$ cat src/rtl/ahb_lite_master_arbiter.sv
// ahb_lite_master_arbiter: N-master AHB-Lite arbiter and bus mux with fixed-priority or round-robin grant, burst lock and tenure limit
module ahb_lite_master_arbiter #(
  parameter int NUM_M    = 2,
  parameter int DATA_W   = 32,
  parameter int ADDR_W   = 32,
  parameter int ARB_MODE = 0,
  parameter int MAX_HOLD = 16
) (
  input  logic                     HCLK,
  input  logic                     HRESET,
  input  logic [NUM_M*ADDR_W-1:0]  M_HADDR,
  input  logic [NUM_M*2-1:0]       M_HTRANS,
  input  logic [NUM_M-1:0]         M_HWRITE,
  input  logic [NUM_M*3-1:0]       M_HSIZE,
  input  logic [NUM_M*DATA_W-1:0]  M_HWDATA,
  input  logic [NUM_M-1:0]         M_HBUSREQ,
  output logic [NUM_M-1:0]         M_HGRANT,
  output logic [NUM_M-1:0]         M_HREADY,
  output logic [DATA_W-1:0]        M_HRDATA,
  output logic [ADDR_W-1:0]        S_HADDR,
  output logic [1:0]               S_HTRANS,
  output logic                     S_HWRITE,
  output logic [2:0]               S_HSIZE,
  output logic [DATA_W-1:0]        S_HWDATA,
  input  logic                     S_HREADY,
  input  logic [DATA_W-1:0]        S_HRDATA,
  output logic [2:0]               OWNER
);
  localparam int HW = $clog2(MAX_HOLD + 2);
  logic [ADDR_W-1:0] haddr [8];
  logic [1:0] htrans [8];
  logic [2:0] hsize [8];
  logic [DATA_W-1:0] hwdata [8];
  logic [7:0] hwrite, req, cand;
  logic [2:0] addr_own, data_own, rr_ptr, winner, idx;
  logic [HW-1:0] hold_cnt;
  logic own_idle, hold_hit, arb;
  // Slots beyond NUM_M read as idle non-requesters so they can never win
  for (genvar i = 0; i < 8; i++) begin : g_m
    if (i < NUM_M) begin : g_on
      assign haddr[i] = M_HADDR[i*ADDR_W +: ADDR_W];
      assign htrans[i] = M_HTRANS[i*2 +: 2];
      assign hsize[i] = M_HSIZE[i*3 +: 3];
      assign hwdata[i] = M_HWDATA[i*DATA_W +: DATA_W];
      assign hwrite[i] = M_HWRITE[i];
      assign req[i] = M_HBUSREQ[i];
      assign M_HGRANT[i] = addr_own == 3'(i);
      assign M_HREADY[i] = S_HREADY && (addr_own == 3'(i) || data_own == 3'(i));
    end else begin : g_off
      assign haddr[i] = '0;
      assign htrans[i] = 2'b00;
      assign hsize[i] = 3'b000;
      assign hwdata[i] = '0;
      assign hwrite[i] = 1'b0;
      assign req[i] = 1'b0;
    end
  end
  assign S_HADDR = haddr[addr_own];
  assign S_HTRANS = htrans[addr_own];
  assign S_HWRITE = hwrite[addr_own];
  assign S_HSIZE = hsize[addr_own];
  assign S_HWDATA = hwdata[data_own];
  assign M_HRDATA = S_HRDATA;
  assign OWNER = addr_own;
  always_comb begin
    own_idle = htrans[addr_own] == 2'b00;
    hold_hit = MAX_HOLD != 0 && S_HREADY && htrans[addr_own] == 2'b10 && hold_cnt == HW'(MAX_HOLD - 1);
    arb = S_HREADY && htrans[addr_own] != 2'b11 && (!req[addr_own] || own_idle || hold_hit);
    cand = (ARB_MODE == 1 && hold_hit && |(req & ~(8'd1 << addr_own))) ? req & ~(8'd1 << addr_own) : req;
    winner = addr_own;
    idx = '0;
    for (int k = NUM_M - 1; k >= 0; k--) begin
      idx = ARB_MODE == 1 ? 3'((int'(rr_ptr) + k) % NUM_M) : 3'(k);
      winner = cand[idx] ? idx : winner;
    end
  end
  always_ff @(posedge HCLK) begin
    if (HRESET) begin
      addr_own <= '0;
      data_own <= '0;
      rr_ptr <= '0;
      hold_cnt <= '0;
    end else if (S_HREADY) begin
      data_own <= addr_own;
      if (arb && winner != addr_own) begin
        addr_own <= winner;
        hold_cnt <= '0;
        if (ARB_MODE == 1) rr_ptr <= 3'((int'(winner) + 1) % NUM_M);
      end else if (!own_idle && hold_cnt != HW'(MAX_HOLD)) begin
        hold_cnt <= hold_cnt + 1'b1;
      end
    end
  end
endmodule

$ cat config.mk
export PLATFORM = sky130hd
export DESIGN_NAME = ahb_lite_master_arbiter
export DESIGN_NICKNAME = d
export VERILOG_FILES = /design/src/rtl/ahb_lite_master_arbiter.sv
export SDC_FILE = /design/constraint.sdc
export NUM_CORES = 1
export LEC_CHECK = 0
export BUFFER_PORTS_ARGS = -buffer_cell sky130_fd_sc_hd__buf_2
export CAP_MARGIN = 5
export CORE_AREA = 2 2 112 114
export DETAILED_ROUTE_END_ITERATION = 8
export DIE_AREA = 0 0 114 116
export PLACE_DENSITY_LB_ADDON = 0.1
export SLEW_MARGIN = 25
export SYNTH_ARGS = -nofsm -noshare
export SYNTH_HDL_FRONTEND = slang
export SYNTH_SLANG_ARGS = --single-unit
$ cat constraint.sdc
create_clock -name HCLK -period 1.7 [get_ports HCLK]
set_clock_uncertainty 0.1 [all_clocks]
set_input_delay 0.17 -clock HCLK [delete_from_list [all_inputs] [get_ports HCLK]]
set_output_delay 0.17 -clock HCLK [all_outputs]
set_load 0.05 [all_outputs]
==> summary.md <==
| Metric | Value |
|---|---|
| Final Hold Vio Count | 0 |
| PwrDens | 486 mW/mm^2 |
| # DRC | 0 |
| Setup-failing EPs final | 40 |
| Die Width | 114 microns |
| Clk root buf | clkbuf_16 |
| CTS tree | built |
| Final WL | 8940 microns |
| Max Slew Vio Count | 0 |
| RSZ-0062 raised after global routing | yes |
| Post-Syn Area | 0.00156 sq mm |
| Critical path startpoint category | flop |
| First-pass iteration count of the detailed router | 4 |
| Worst rel slew slack | 0.829 |
| Synth area leaders | a22o_1 (38%), buf_4 (16%), dfxtp_1 (14%), mux2i_1 (3.8%), nor2_1 (2.9%) |
| Grt total ovfl | 0 |
| Status | finished, violations left |
| Number of synthesized flops with an enable pin | 0 |
| Static leakage power | 2.20 nW |
| Syn_area_per_cell | 8.43 sq um |
| Critical R2R Capture | hold_cnt[4] |
| Synth top area share | 0.382 |
| Unique masters post-synth | 34 |
| Proportion of layout cells with a drive suffix above 1 | 0.903 |
| Port bufs | 221 |
| Diode count | 0 |
| CTS sink cnt | 11 |
| Final min period | 1.81 ns |
| Internal Power | 1.36 mW |
| Async set or reset register ratio after synthesis | 0 |
| FF-to-FF setup slack | 0 ns |
| Area Overhead vs Synth | 200% |
| # hold bufs at CTS | 0 |
| Clock transition at the registers of the reported paths | 0.05 ns |
| Hold crit path type | in2reg |
| Worst reg-to-reg path cell count | 7 |
| I/O Pins | 286 |
| CP max FO | 6 |
| Combinational share of power | 0.691 |
| CTS Buf Count | 3 |
| Clock share of power | 0.191 |
| Maximum number of pins on one net before global-route repair | 24 |
| Clk Latency, worst-skew pair | 0.24 ns |
| Worst R2R Start | hold_cnt[0] |
| Fmax | 554 MHz |
| Crit Path Class | reg2out |
| Least-Margin Pin Slew | 0.249 ns |
| Antenna Violating Nets Remaining | 0 |
| Final WS setup | -0.106 ns |
| Core Area | 0.0119 sq mm |
| Post-detail-place hpwl | 6070 microns |
| Final nets | 582 |
| Vias in the first global route | 2244 |
| Max-Cap Viols | 0 |
| Avg WL per Cell | 16.3 microns |
| Main synth FF type | dfxtp_1 |
| Reg power frac | 0.118 |
| First-pass GRT wire length | 11200 microns |
| Hold EP | OWNER[0] |
| Final worst-path cycle share | 1.06 |
| Filler cells | 1145 |
| Die ar. | 0.0132 sq mm |
| CP Capture Type | output pin |
| Starting density of the core | 0.131 |
| Biggest area consumer among synthesized cells | a22o_1 |
| Final Util | 0.393 |
| Global-route usage over all layers | 0.108 |
| Switching power | 0.923 mW |
| Peak supply drop | 265 uV |
| Arr. time, crit path | 1.54 ns |
| DRT iter0 DRCs | 39 |
| Cells on Worst Hold Path | 2 |
| Hold Path Origin | HRESET |
| Synth Net Count | 365 |
| H-tree levels | 1 |
| DR vias | 2371 |
| Chip Height | 116 microns |
| Placer Congestion | 0.681 |
| Register area share after synthesis | 0.141 |
| Placed instance area | 0.00306 sq mm |
| Cells after synthesis | 185 |
| Rows | 40 |
| Initial antenna violation count | 0 |
| YS warnings | 0 |
| Yosys reg bits | 11 |
| Via density | 4.33 |
| Final instance area | 0.00469 sq mm |
| Worst Path Required | 1.43 ns |
| Clk buf depth | 2 |
| Failing checks | setup timing |
| Sw Share | 0.405 |
## layer usage
| layer | global-route usage | share of wire | vias to the layer above |
|---|---|---|---|
| met3 | 0.0345 | 0.092 | 6 |
| li1 | - | - | 1115 |
| met5 | 0 | 0 | - |
| met4 | 0.0146 | 0.0016 | 0 |
| met1 | 0.111 | 0.35 | 1100 |
| met2 | 0.215 | 0.55 | 150 |
## layout make-up
| cell class | instances | area (sq um) | share of cell area |
|---|---|---|---|
| timing repair buffer | 261 | 2460 | 0.525 |
| multi-input combinational | 120 | 1700 | 0.362 |
| sequential | 11 | 243 | 0.0518 |
| tap | 147 | 184 | 0.0392 |
| clock buffer | 4 | 78.8 | 0.0168 |
| inverter | 5 | 21.3 | 0.00454 |
## per-stage QoR
stage                     cells  setup WS, ns  TNS, ns  power (mW)  hold slack [ns]
after floorplan             185      -0.00698  -0.0162        1.25            0.132
after global placement      518       -0.0445   -0.640        1.38            0.240
after detailed placement    518       -0.0742    -1.42        1.38            0.240
after CTS                   539        -0.145    -4.11        2.06           0.0857
after global routing        548        -0.148    -6.99        2.37            0.106
final                       548        -0.106    -3.62        2.28           0.0827
## sequential cells by signal (all words and copies together) (netlist names)
name	count
OWNER	3
hold_cnt	5
data_own	3
## layout by cell type, fill, tap and decap left out, types with 2 or more instances in the layout
| cell type | synthesis | layout |
|---|---|---|
| buf_2 | 5 | 148 |
| buf_8 | 0 | 67 |
| a22o_4 | 0 | 65 |
| buf_4 | 33 | 13 |
| buf_6 | 1 | 12 |
| buf_12 | 0 | 11 |
| nor2_1 | 12 | 8 |
| clkbuf_16 | 0 | 8 |
| dfxtp_4 | 0 | 5 |
| mux2i_1 | 6 | 5 |
| buf_16 | 0 | 5 |
| inv_1 | 5 | 3 |
| nor2_4 | 0 | 3 |
| a22o_1 | 68 | 3 |
| dfxtp_2 | 0 | 3 |
| dfxtp_1 | 11 | 3 |
| mux2i_4 | 0 | 2 |
| nor2_2 | 1 | 2 |
| and3_4 | 0 | 2 |
| o21a_4 | 0 | 2 |
| xnor2_1 | 2 | 2 |
| a21oi_2 | 2 | 2 |
| nand2_1 | 2 | 2 |
| xor2_1 | 2 | 2 |
| ha_4 | 0 | 2 |
## cells in the mapped netlist, drive strengths merged (2+ instances only)
| master | number |
|---|---|
| a21oi | 3 |
| mux2i | 7 |
| xnor2 | 2 |
| o21a | 2 |
| buf | 41 |
| o21ai | 3 |
| nand2 | 2 |
| or2 | 2 |
| a22o | 68 |
| dfxtp | 11 |
| ha | 3 |
| nor2 | 13 |
| nor3 | 2 |
| xor2 | 2 |
| inv | 5 |
| and3 | 2 |
| clkbuf | 8 |
## cell families (layout without fill, tap and decap cells)
family / count (synthesis) / after routing / synth area share
AOI/OAI and AO/OA: 82 / 82 / 0.463
buffers and inverters: 54 / 270 / 0.218
and+or+nand+nor: 24 / 24 / 0.0842
DFF: 11 / 11 / 0.141
muxes: 7 / 7 / 0.0473
xor gates and xnor gates: 4 / 4 / 0.0225
adders and majority gates: 3 / 3 / 0.0241
## how the worst max path moves through the flow
| stage | startpoint | to |
|---|---|---|
| 2_1_floorplan | OWNER[0] | hold_cnt[1] |
| 3_3_place_gp | hold_cnt[1] | hold_cnt[1] |
| 3_5_place_dp | hold_cnt[1] | hold_cnt[1] |
| 4_1_cts | OWNER[1] | S_HADDR[29] |
| 5_1_grt | OWNER[1] | S_HADDR[15] |
| 6_report | OWNER[2] | S_HADDR[10] |
## power by group through the flow
| stage | registers [mW] | clock network (mW) | logic [mW] |
|---|---|---|---|
| floorplan | 0.274 | 0 | 0.974 |
| global placement | 0.275 | 0 | 1.10 |
| detailed placement | 0.276 | 0 | 1.10 |
| CTS | 0.269 | 0.451 | 1.34 |
| global route | 0.270 | 0.465 | 1.64 |
| finish | 0.269 | 0.435 | 1.57 |
## critical path, stage by stage (launching register included)
cell and delay [ns]:
dfxtp_4 0.33, or2_4 0.27, nor2_4 0.13, buf_12 0.14, clkbuf_16 0.15, a22o_4 0.13, buf_8 0.14
## timing repair
| item | in CTS | in global routing |
|---|---|---|
| pin swaps | 8 | 54 |
| endpoints found under the setup margin | 81 | 82 |
| endpoints found under the hold margin | 0 | 0 |
| resized for setup | 160 | 129 |
| cloned | 5 | 6 |
| buffers inserted | 12 | 3 |
Power figures use the tool's default switching activity.
